--- src/rtl/instr_sequencer_if.sv ---
// Host instruction port of the instruction sequencer: a packed instruction
// word offered with a valid/ready handshake.
interface instr_sequencer_if #(
  parameter int INSTR_W = 165
);

  logic [INSTR_W-1:0] instr_in;
  logic               instr_valid_in;
  logic               instr_ready_out;

  // Host side drives instructions and observes back-pressure
  modport master (
    output instr_in,
    output instr_valid_in,
    input  instr_ready_out
  );

  // Sequencer side accepts instructions and reports free space
  modport slave (
    input  instr_in,
    input  instr_valid_in,
    output instr_ready_out
  );

endinterface

--- src/rtl/instr_sequencer.sv ---
// Instruction sequencer: buffers packed control instructions in a FIFO and
// issues each one as registered single-cycle control pulses to the unified
// buffer, systolic array and VPU. Each instruction can repeat for up to
// 2^REP_W beats, and its first beat can be held back until a barrier pulse.
// Optional feature macro: SEQ_AUTO_INC_EN. When it is defined, beat k drives
// every write/read address as base+k (wrapping). When it is undefined, the
// addresses stay constant across beats and no beat counter is built.
module instr_sequencer #(
  parameter int N_LANES = 2,
  parameter int DATA_W  = 16,
  parameter int ADDR_W  = 7,
  parameter int DEPTH   = 8,
  parameter int REP_W   = 8
) (
  input  logic                         clk,
  input  logic                         rst,
  instr_sequencer_if.slave             host,
  input  logic                         stall_in,
  input  logic                         barrier_in,
  output logic                         busy_out,
  output logic                         waiting_out,
  output logic [$clog2(DEPTH+1)-1:0]   fifo_level_out,
  output logic                         sys_switch_in,
  output logic                         ub_rd_weight_transpose,
  output logic                         ub_rd_input_transpose,
  output logic                         ub_rd_weight_start_in,
  output logic                         ub_rd_input_start_in,
  output logic                         ub_rd_bias_start_in,
  output logic                         ub_rd_H_start_in,
  output logic                         ub_rd_Y_start_in,
  output logic                         ub_wr_addr_valid_in,
  output logic [N_LANES-1:0]           ub_wr_host_valid_in,
  output logic [N_LANES*DATA_W-1:0]    ub_wr_host_data_in,
  output logic [DATA_W-1:0]            inv_batch_size_times_two_in,
  output logic [DATA_W-1:0]            vpu_leak_factor_in,
  output logic [3:0]                   vpu_data_pathway,
  output logic [ADDR_W-1:0]            ub_rd_input_loc_in,
  output logic [ADDR_W-1:0]            ub_rd_weight_loc_in,
  output logic [ADDR_W-1:0]            ub_rd_bias_loc_in,
  output logic [ADDR_W-1:0]            ub_rd_H_loc_in,
  output logic [ADDR_W-1:0]            ub_rd_Y_loc_in,
  output logic [ADDR_W-1:0]            ub_wr_addr_in,
  output logic [ADDR_W-1:0]            ub_rd_input_addr_in,
  output logic [ADDR_W-1:0]            ub_rd_weight_addr_in,
  output logic [ADDR_W-1:0]            ub_rd_bias_addr_in,
  output logic [ADDR_W-1:0]            ub_rd_H_addr_in,
  output logic [ADDR_W-1:0]            ub_rd_Y_addr_in
);

  localparam int INSTR_W = 10 + N_LANES + (2 + N_LANES) * DATA_W + 4 + 11 * ADDR_W + REP_W;
  localparam int PTR_W   = $clog2(DEPTH);
  localparam int LVL_W   = $clog2(DEPTH + 1);

  // Field offsets inside the packed instruction word (LSB first)
  localparam int WAIT_BIT = 9;
  localparam int HV_LO    = 10;
  localparam int INV_LO   = HV_LO + N_LANES;
  localparam int LEAK_LO  = INV_LO + DATA_W;
  localparam int PATH_LO  = LEAK_LO + DATA_W;
  localparam int HD_LO    = PATH_LO + 4;
  localparam int LOC_LO   = HD_LO + N_LANES * DATA_W;
  localparam int WRA_LO   = LOC_LO + 5 * ADDR_W;
  localparam int RDA_LO   = WRA_LO + ADDR_W;
  localparam int REP_LO   = RDA_LO + 5 * ADDR_W;

  typedef enum logic [1:0] {
    IDLE = 2'd0,
    WAIT = 2'd1,
    RPT  = 2'd2
  } state_t;

  // FIFO storage and bookkeeping
  logic [INSTR_W-1:0] mem [DEPTH];
  logic [PTR_W-1:0]   wr_ptr;
  logic [PTR_W-1:0]   rd_ptr;
  logic [LVL_W-1:0]   level;
  logic               full;
  logic               empty;
  logic               push;
  logic               pop;

  // Sequencing state
  state_t             state;
  state_t             state_next;
  logic [REP_W-1:0]   remaining;
  logic [REP_W-1:0]   remaining_next;
  logic [INSTR_W-1:0] cur;
  logic               load_cur;
  logic [INSTR_W-1:0] head;
  logic               head_wait;
  logic [REP_W-1:0]   head_rep;
  logic [INSTR_W-1:0] sel;
  logic               issue;
  logic               first;
  logic [ADDR_W-1:0]  addr_off;
  logic               unused_sel_bits;

`ifdef SEQ_AUTO_INC_EN
  logic [REP_W-1:0]   beat;
  logic [REP_W-1:0]   beat_next;
`endif

  assign full                 = (level == LVL_W'(DEPTH));
  assign empty                = (level == '0);
  assign host.instr_ready_out = !full;
  assign push                 = host.instr_valid_in && !full;
  assign fifo_level_out       = level;

  assign head      = mem[rd_ptr];
  assign head_wait = head[WAIT_BIT];
  assign head_rep  = head[REP_LO +: REP_W];

  assign busy_out    = !empty || (state != IDLE);
  assign waiting_out = (state == WAIT);

  // Wait and repeat fields only steer the FSM, never the issued outputs
  assign unused_sel_bits = ^{sel[WAIT_BIT], sel[REP_LO +: REP_W]};

  // FIFO storage write; contents need no reset since level gates every read
  always_ff @(posedge clk) begin
    if (push) begin
      mem[wr_ptr] <= host.instr_in;
    end
  end

  // FIFO pointers and occupancy; a same-cycle push and pop cancel out
  always_ff @(posedge clk) begin
    if (rst) begin
      wr_ptr <= '0;
      rd_ptr <= '0;
      level  <= '0;
    end else begin
      if (push) wr_ptr <= wr_ptr + PTR_W'(1);
      if (pop)  rd_ptr <= rd_ptr + PTR_W'(1);
      case ({push, pop})
        2'b10:   level <= level + LVL_W'(1);
        2'b01:   level <= level - LVL_W'(1);
        default: level <= level;
      endcase
    end
  end

  // Sequencer state register: FSM state, beats left and the repeating instruction
  always_ff @(posedge clk) begin
    if (rst) begin
      state     <= IDLE;
      remaining <= '0;
      cur       <= '0;
`ifdef SEQ_AUTO_INC_EN
      beat      <= '0;
`endif
    end else begin
      state     <= state_next;
      remaining <= remaining_next;
      if (load_cur) cur <= head;
`ifdef SEQ_AUTO_INC_EN
      beat      <= beat_next;
`endif
    end
  end

  // Next-state and issue decision; beat 0 comes from the FIFO head, later beats from cur
  always_comb begin
    state_next     = state;
    remaining_next = remaining;
    issue          = 1'b0;
    pop            = 1'b0;
    first          = 1'b0;
    load_cur       = 1'b0;
    sel            = head;
`ifdef SEQ_AUTO_INC_EN
    beat_next      = beat;
`endif
    case (state)
      IDLE, WAIT: begin
        if (!empty) begin
          if (head_wait && !barrier_in) begin
            state_next = WAIT;
          end else if (!stall_in) begin
            issue = 1'b1;
            pop   = 1'b1;
            first = 1'b1;
`ifdef SEQ_AUTO_INC_EN
            beat_next = REP_W'(1);
`endif
            if (head_rep != '0) begin
              state_next     = RPT;
              remaining_next = head_rep;
              load_cur       = 1'b1;
            end else begin
              state_next = IDLE;
            end
          end
        end
      end
      RPT: begin
        sel = cur;
        if (!stall_in) begin
          issue          = 1'b1;
          remaining_next = remaining - REP_W'(1);
`ifdef SEQ_AUTO_INC_EN
          beat_next      = beat + REP_W'(1);
`endif
          if (remaining == REP_W'(1)) begin
            state_next = IDLE;
          end
        end
      end
      default: state_next = IDLE;
    endcase
  end

  // Address offset for the beat being issued
  always_comb begin
`ifdef SEQ_AUTO_INC_EN
    addr_off = first ? '0 : ADDR_W'(beat);
`else
    addr_off = '0;
`endif
  end

  // Registered datapath controls: pulses only on issue, sticky config on beat 0, addresses hold
  always_ff @(posedge clk) begin
    if (rst) begin
      sys_switch_in               <= 1'b0;
      ub_rd_weight_transpose      <= 1'b0;
      ub_rd_weight_start_in       <= 1'b0;
      ub_rd_input_transpose       <= 1'b0;
      ub_rd_input_start_in        <= 1'b0;
      ub_rd_bias_start_in         <= 1'b0;
      ub_rd_H_start_in            <= 1'b0;
      ub_rd_Y_start_in            <= 1'b0;
      ub_wr_addr_valid_in         <= 1'b0;
      ub_wr_host_valid_in         <= '0;
      ub_wr_host_data_in          <= '0;
      inv_batch_size_times_two_in <= '0;
      vpu_leak_factor_in          <= '0;
      vpu_data_pathway            <= '0;
      ub_rd_input_loc_in          <= '0;
      ub_rd_weight_loc_in         <= '0;
      ub_rd_bias_loc_in           <= '0;
      ub_rd_H_loc_in              <= '0;
      ub_rd_Y_loc_in              <= '0;
      ub_wr_addr_in               <= '0;
      ub_rd_input_addr_in         <= '0;
      ub_rd_weight_addr_in        <= '0;
      ub_rd_bias_addr_in          <= '0;
      ub_rd_H_addr_in             <= '0;
      ub_rd_Y_addr_in             <= '0;
    end else begin
      sys_switch_in          <= issue && sel[0];
      ub_rd_weight_transpose <= issue && sel[1];
      ub_rd_weight_start_in  <= issue && sel[2];
      ub_rd_input_transpose  <= issue && sel[3];
      ub_rd_input_start_in   <= issue && sel[4];
      ub_rd_bias_start_in    <= issue && sel[5];
      ub_rd_H_start_in       <= issue && sel[6];
      ub_rd_Y_start_in       <= issue && sel[7];
      ub_wr_addr_valid_in    <= issue && sel[8];
      ub_wr_host_valid_in    <= issue ? sel[HV_LO +: N_LANES] : '0;
      ub_wr_host_data_in     <= issue ? sel[HD_LO +: N_LANES*DATA_W] : '0;
      if (issue && first) begin
        inv_batch_size_times_two_in <= sel[INV_LO +: DATA_W];
        vpu_leak_factor_in          <= sel[LEAK_LO +: DATA_W];
        vpu_data_pathway            <= sel[PATH_LO +: 4];
      end
      if (issue) begin
        ub_rd_input_loc_in   <= sel[LOC_LO + 0*ADDR_W +: ADDR_W];
        ub_rd_weight_loc_in  <= sel[LOC_LO + 1*ADDR_W +: ADDR_W];
        ub_rd_bias_loc_in    <= sel[LOC_LO + 2*ADDR_W +: ADDR_W];
        ub_rd_H_loc_in       <= sel[LOC_LO + 3*ADDR_W +: ADDR_W];
        ub_rd_Y_loc_in       <= sel[LOC_LO + 4*ADDR_W +: ADDR_W];
        ub_wr_addr_in        <= sel[WRA_LO +: ADDR_W] + addr_off;
        ub_rd_input_addr_in  <= sel[RDA_LO + 0*ADDR_W +: ADDR_W] + addr_off;
        ub_rd_weight_addr_in <= sel[RDA_LO + 1*ADDR_W +: ADDR_W] + addr_off;
        ub_rd_bias_addr_in   <= sel[RDA_LO + 2*ADDR_W +: ADDR_W] + addr_off;
        ub_rd_H_addr_in      <= sel[RDA_LO + 3*ADDR_W +: ADDR_W] + addr_off;
        ub_rd_Y_addr_in      <= sel[RDA_LO + 4*ADDR_W +: ADDR_W] + addr_off;
      end
    end
  end

endmodule

--- src/flat_wrapper.sv ---
// flat-port wrapper written by rule: the top's interface ports become plain ports
module instr_sequencer_flat 
#(
  parameter int N_LANES = 2,
  parameter int DATA_W  = 16,
  parameter int ADDR_W  = 7,
  parameter int DEPTH   = 8,
  parameter int REP_W   = 8
)
  (clk, rst, stall_in, barrier_in, busy_out, waiting_out, fifo_level_out, sys_switch_in, ub_rd_weight_transpose, ub_rd_input_transpose, ub_rd_weight_start_in, ub_rd_input_start_in, ub_rd_bias_start_in, ub_rd_H_start_in, ub_rd_Y_start_in, ub_wr_addr_valid_in, ub_wr_host_valid_in, ub_wr_host_data_in, inv_batch_size_times_two_in, vpu_leak_factor_in, vpu_data_pathway, ub_rd_input_loc_in, ub_rd_weight_loc_in, ub_rd_bias_loc_in, ub_rd_H_loc_in, ub_rd_Y_loc_in, ub_wr_addr_in, ub_rd_input_addr_in, ub_rd_weight_addr_in, ub_rd_bias_addr_in, ub_rd_H_addr_in, ub_rd_Y_addr_in, host_instr_in, host_instr_valid_in, host_instr_ready_out);
  instr_sequencer_if #(.INSTR_W((165))) host_i ();
  input  logic clk;
  input  logic rst;
  input  logic stall_in;
  input  logic barrier_in;
  output logic busy_out;
  output logic waiting_out;
  output logic [$clog2(DEPTH+1)-1:0] fifo_level_out;
  output logic sys_switch_in;
  output logic ub_rd_weight_transpose;
  output logic ub_rd_input_transpose;
  output logic ub_rd_weight_start_in;
  output logic ub_rd_input_start_in;
  output logic ub_rd_bias_start_in;
  output logic ub_rd_H_start_in;
  output logic ub_rd_Y_start_in;
  output logic ub_wr_addr_valid_in;
  output logic [N_LANES-1:0] ub_wr_host_valid_in;
  output logic [N_LANES*DATA_W-1:0] ub_wr_host_data_in;
  output logic [DATA_W-1:0] inv_batch_size_times_two_in;
  output logic [DATA_W-1:0] vpu_leak_factor_in;
  output logic [3:0] vpu_data_pathway;
  output logic [ADDR_W-1:0] ub_rd_input_loc_in;
  output logic [ADDR_W-1:0] ub_rd_weight_loc_in;
  output logic [ADDR_W-1:0] ub_rd_bias_loc_in;
  output logic [ADDR_W-1:0] ub_rd_H_loc_in;
  output logic [ADDR_W-1:0] ub_rd_Y_loc_in;
  output logic [ADDR_W-1:0] ub_wr_addr_in;
  output logic [ADDR_W-1:0] ub_rd_input_addr_in;
  output logic [ADDR_W-1:0] ub_rd_weight_addr_in;
  output logic [ADDR_W-1:0] ub_rd_bias_addr_in;
  output logic [ADDR_W-1:0] ub_rd_H_addr_in;
  output logic [ADDR_W-1:0] ub_rd_Y_addr_in;
  input wire logic [$bits(host_i.instr_in)-1:0] host_instr_in;
  input wire logic [$bits(host_i.instr_valid_in)-1:0] host_instr_valid_in;
  output wire logic [$bits(host_i.instr_ready_out)-1:0] host_instr_ready_out;
  assign host_i.instr_in = host_instr_in;
  assign host_i.instr_valid_in = host_instr_valid_in;
  assign host_instr_ready_out = host_i.instr_ready_out;
  instr_sequencer #(.N_LANES(N_LANES), .DATA_W(DATA_W), .ADDR_W(ADDR_W), .DEPTH(DEPTH), .REP_W(REP_W)) u_core (.clk(clk), .rst(rst), .host(host_i), .stall_in(stall_in), .barrier_in(barrier_in), .busy_out(busy_out), .waiting_out(waiting_out), .fifo_level_out(fifo_level_out), .sys_switch_in(sys_switch_in), .ub_rd_weight_transpose(ub_rd_weight_transpose), .ub_rd_input_transpose(ub_rd_input_transpose), .ub_rd_weight_start_in(ub_rd_weight_start_in), .ub_rd_input_start_in(ub_rd_input_start_in), .ub_rd_bias_start_in(ub_rd_bias_start_in), .ub_rd_H_start_in(ub_rd_H_start_in), .ub_rd_Y_start_in(ub_rd_Y_start_in), .ub_wr_addr_valid_in(ub_wr_addr_valid_in), .ub_wr_host_valid_in(ub_wr_host_valid_in), .ub_wr_host_data_in(ub_wr_host_data_in), .inv_batch_size_times_two_in(inv_batch_size_times_two_in), .vpu_leak_factor_in(vpu_leak_factor_in), .vpu_data_pathway(vpu_data_pathway), .ub_rd_input_loc_in(ub_rd_input_loc_in), .ub_rd_weight_loc_in(ub_rd_weight_loc_in), .ub_rd_bias_loc_in(ub_rd_bias_loc_in), .ub_rd_H_loc_in(ub_rd_H_loc_in), .ub_rd_Y_loc_in(ub_rd_Y_loc_in), .ub_wr_addr_in(ub_wr_addr_in), .ub_rd_input_addr_in(ub_rd_input_addr_in), .ub_rd_weight_addr_in(ub_rd_weight_addr_in), .ub_rd_bias_addr_in(ub_rd_bias_addr_in), .ub_rd_H_addr_in(ub_rd_H_addr_in), .ub_rd_Y_addr_in(ub_rd_Y_addr_in));
endmodule
--- config.mk ---
export PLATFORM = sky130hd
export DESIGN_NAME = instr_sequencer_flat
export DESIGN_NICKNAME = d
export VERILOG_FILES = /design/src/rtl/instr_sequencer_if.sv /design/src/rtl/instr_sequencer.sv /design/src/flat_wrapper.sv
export SDC_FILE = /design/constraint.sdc
export NUM_CORES = 2
export LEC_CHECK = 0
export CAP_MARGIN = 40
export CORE_MARGIN = 2
export CORE_UTILIZATION = 55
export DETAILED_ROUTE_END_ITERATION = 12
export GPL_TIMING_DRIVEN = 0
export PLACE_DENSITY_LB_ADDON = 0.05
export SYNTH_ARGS = -nofsm -noshare
export SYNTH_HDL_FRONTEND = slang
export SYNTH_SLANG_ARGS = --single-unit
--- constraint.sdc ---
create_clock -name clk -period 17.9 [get_ports clk]
set_clock_uncertainty 0.05 [all_clocks]
set_input_delay 3.58 -clock clk [delete_from_list [all_inputs] [get_ports clk]]
set_output_delay 3.58 -clock clk [all_outputs]
set_load 0.03 [all_outputs]
==> impl_metrics.sql <==
INSERT INTO impl_metrics (metric_group, metric, value, unit) VALUES
('global_routing', 'number_of_antenna_violations_at_the_first_check_in_global_routing', '33', ''),
('route', 'wl_met3', '16900', 'um'),
('final_layout', 'final_design_area_no_fill', '0.0769', 'mm2'),
('global_routing', 'global_route.usage.total', '0.303', ''),
('placed_design', 'place_worst_setup_slack', '10500', 'ps'),
('placed_design', 'gp_routability_congestion', '0.886', ''),
('synthesis', 'synth_fp_nets', '3640', ''),
('timing', 'setup_total_negative_slack', '0', 'ps'),
('clocking', 'postCtsHoldBufs', '0', ''),
('clocking', 'cts.sinks', '1655', ''),
('synthesis', 'yosys_warnings', '0', ''),
('final_layout', 'post_route_cells_drive_above_1_share', '0.223', ''),
('power', 'internal_power', '0.00791', 'W'),
('synthesis', 'postSynth.topFlopCell', 'sky130_fd_sc_hd__edfxtp_1', ''),
('timing', 'relSlewSlack', '0.372', ''),
('power', 'worst_ir_drop_vdd', '0.000110', 'V'),
('final_layout', 'finalNetCount', '4316', ''),
('route', 'ant_nets', '0', ''),
('synthesis', 'syn_area', '0.0635', 'mm2'),
('worst_setup_path', 'timing.setup.critical_path_class', 'reg2out', ''),
('route', 'top_signal_layer_used', 'met5', ''),
('placed_design', 'post_dp_cell_area', '0.0715', 'mm2'),
('worst_setup_path', 'path_cells', 'clkbuf_1 > nor4_1 > nand2_1 > clkdlybuf4s50_1', ''),
('worst_setup_path', 'crit_required', '14270', 'ps'),
('worst_setup_path', 'cpPeakStageDelay', '800', 'ps'),
('power', 'switching_share', '0.316', ''),
('power', 'power.density', '150', 'mW/mm2'),
('worst_setup_path', 'worstRegToRegCells', '9', ''),
('outcome', 'outcome', 'finished clean', ''),
('timing', 'min_period_over_period', '0.388', ''),
('power', 'power.switching', '0.00365', 'W'),
('final_layout', 'area_delta_synth_final', '21.2', '%'),
('flow_run', 'max_cap_viol_count', '0', ''),
('synthesis', 'synth.ff_latch_count', '1655', ''),
('power', 'standby_leakage_power', '25.6', 'nW'),
('clocking', 'h-tree-depth', '4', ''),
('worst_setup_path', 'critical_path.endpoint_type', 'output pin', ''),
('route', 'wirelength_met1', '68500', 'um'),
('route', 'aggregate_routed_wire_length', '178000', 'um'),
('power', 'report.power.total', '0.0116', 'W'),
('hold_path', 'timing.hold.worst.class', 'reg2reg', ''),
('timing', 'unrepaired_setup_endpoints_after_global_routing', 'false', ''),
('floorplanning', 'chipWidth', '344', 'um'),
('route', 'drc', '0', ''),
('floorplanning', 'core', '0.114', 'mm2'),
('final_layout', 'most-common-layout-cells', 'sky130_fd_sc_hd__edfxtp_1, sky130_fd_sc_hd__dfxtp_1, sky130_fd_sc_hd__clkdlybuf4s50_1', ''),
('worst_setup_path', 'critPathTopFamily', 'simple AND/OR/NAND/NOR gates', ''),
('worst_setup_path', 'cp_max_fo', '8', ''),
('timing', 'hold_viol_final', '0', ''),
('worst_setup_path', 'cp.arrival', '3310', 'ps'),
('clocking', 'clk_latency', '780', 'ps'),
('final_layout', 'final_core_utilization', '0.673', ''),
('clocking', 'cts_buffer_depth', '3', ''),
('route', 'avgRoutedWirePerCell', '30.6', 'um'),
('final_layout', 'commonest_non_fill_non_tap_cell_in_the_layout', 'sky130_fd_sc_hd__edfxtp_1', ''),
('worst_setup_path', 'cpMaxStageDelayCell', 'sky130_fd_sc_hd__nor4_1', ''),
('worst_setup_path', 'start_kind', 'register', ''),
('synthesis', 'syn_avg_cell_area', '18.3', 'um2'),
('route', 'detailroute.wirelength.met2', '85900', 'um'),
('placed_design', 'place.detailed.hpwl', '126000', 'um'),
('timing', 'max_slew.worst_pin.slew', '915', 'ps'),
('synthesis', 'post_synth_num_cell_types', '58', ''),
('timing', 'post-route-min-period', '6940', 'ps'),
('floorplanning', 'std_cell_rows', '124', ''),
('power', 'share_clk_of_total_power', '0.299', ''),
('clocking', 'cts_root_buffer', 'sky130_fd_sc_hd__clkbuf_16', ''),
('timing', 'setup_viols_final', '0', ''),
('final_layout', 'layout.filler_cells', '7505', ''),
('global_routing', 'first_global_vias', '37000', ''),
('timing', 'timing.fmax', '144', 'MHz'),
('floorplanning', 'start_util', '0.555', '');
-- layout make-up --
| cell class | instances | area [um2] | share of cell area |
|---|---|---|---|
| Timing Repair Buffer | 509 | 6050 | 0.0786 |
| Sequential cell | 1655 | 46300 | 0.602 |
| Antenna cell | 10 | 25.0 | 0.000325 |
| Tap cell | 1512 | 1890 | 0.0246 |
| Inverter | 7 | 26.3 | 0.000341 |
| Multi-Input combinational cell | 1537 | 15900 | 0.207 |
| Clock inverter | 76 | 806 | 0.0105 |
| Clock buffer | 235 | 4640 | 0.0604 |
| Buffer | 264 | 1260 | 0.0164 |
-- metal layers --
layer | GRT usage | vias up
li1 | - | 15500
met1 | 0.400 | 19000
met2 | 0.483 | 1784
met3 | 0.0866 | 350
met4 | 0.115 | 40
met5 | 0 | -
-- state kept, by name, indices dropped and copies added, names as in the netlist, 8 cells and up, named ones only --
register,cells
u_core.inv_batch_size_times_two_in,16
u_core.ub_wr_host_data_in,32
u_core.vpu_leak_factor_in,16
u_core.remaining,8
u_core.mem,1320
u_core.cur,156
-- worst min-delay path, delay by kind of cell (launching register included) --
family	cells	cell delay, ps
AOI/OAI and AO/OA	1	50
DFF	1	320
and+or+nand+nor	1	50
-- synthesized netlist by cell type (all sizes together), types with 3 or more instances --
library cell,count,share of area
mux2i,166,0.026
a21oi,127,0.010
nor4,6,0.00059
a221oi,3,0.00041
nand2b,7,0.00069
ha,7,0.0014
xor2,5,0.00069
nand2,252,0.015
edfxtp,1320,0.62
nor2,75,0.0044
inv,7,0.00041
o21ai,11,0.00093
a211oi,362,0.051
mux4,327,0.12
or3,4,0.00039
nor2b,6,0.00059
nor3,18,0.0014
o31a,3,0.00041
o311ai,4,0.00055
buf,124,0.012
nand3,5,0.00039
clkbuf,140,0.0083
dfxtp,335,0.11
o211ai,115,0.014
-- logic make-up after synthesis --
group                    count (synthesis)  synth area share
flip-flops                            1655             0.730
AO/OA/AOI/OAI                          644            0.0800
multiplexers                           494             0.142
AND/OR/NAND/NOR                        385            0.0249
buffers and inverters                  271            0.0202
XOR/XNOR                                 7          0.000966
adder cells (fa/ha/maj)                  7           0.00138
-- power by group through the flow --
stage	clock, W	combinational, W	sequential (W)
after floorplan	0	0.00185	0.00503
after global placement	0	0.00306	0.00495
after detailed placement	0	0.00327	0.00487
after CTS	0.00349	0.00329	0.00480
after global routing	0.00365	0.00350	0.00483
final	0.00346	0.00330	0.00481
-- stage by stage --
step                      instances  hold WS [ps]
after floorplan                3463           404
after global placement         5307           393
after detailed placement       5483           397
after CTS                      5794           408
after global routing           5802           427
final                          5805           410
-- worst paths after layout --
path,from,to,slack (ps)
setup / recovery,u_core.fifo_level_out[1],busy_out,10960
hold / removal,u_core.ub_rd_weight_addr_in[4],u_core.ub_rd_weight_addr_in[4],410
setup reg to reg,register,u_core.cur[10],13390
hold reg to reg,u_core.ub_rd_weight_addr_in[4],u_core.ub_rd_weight_addr_in[4],410
Power figures use the tool's default switching activity.
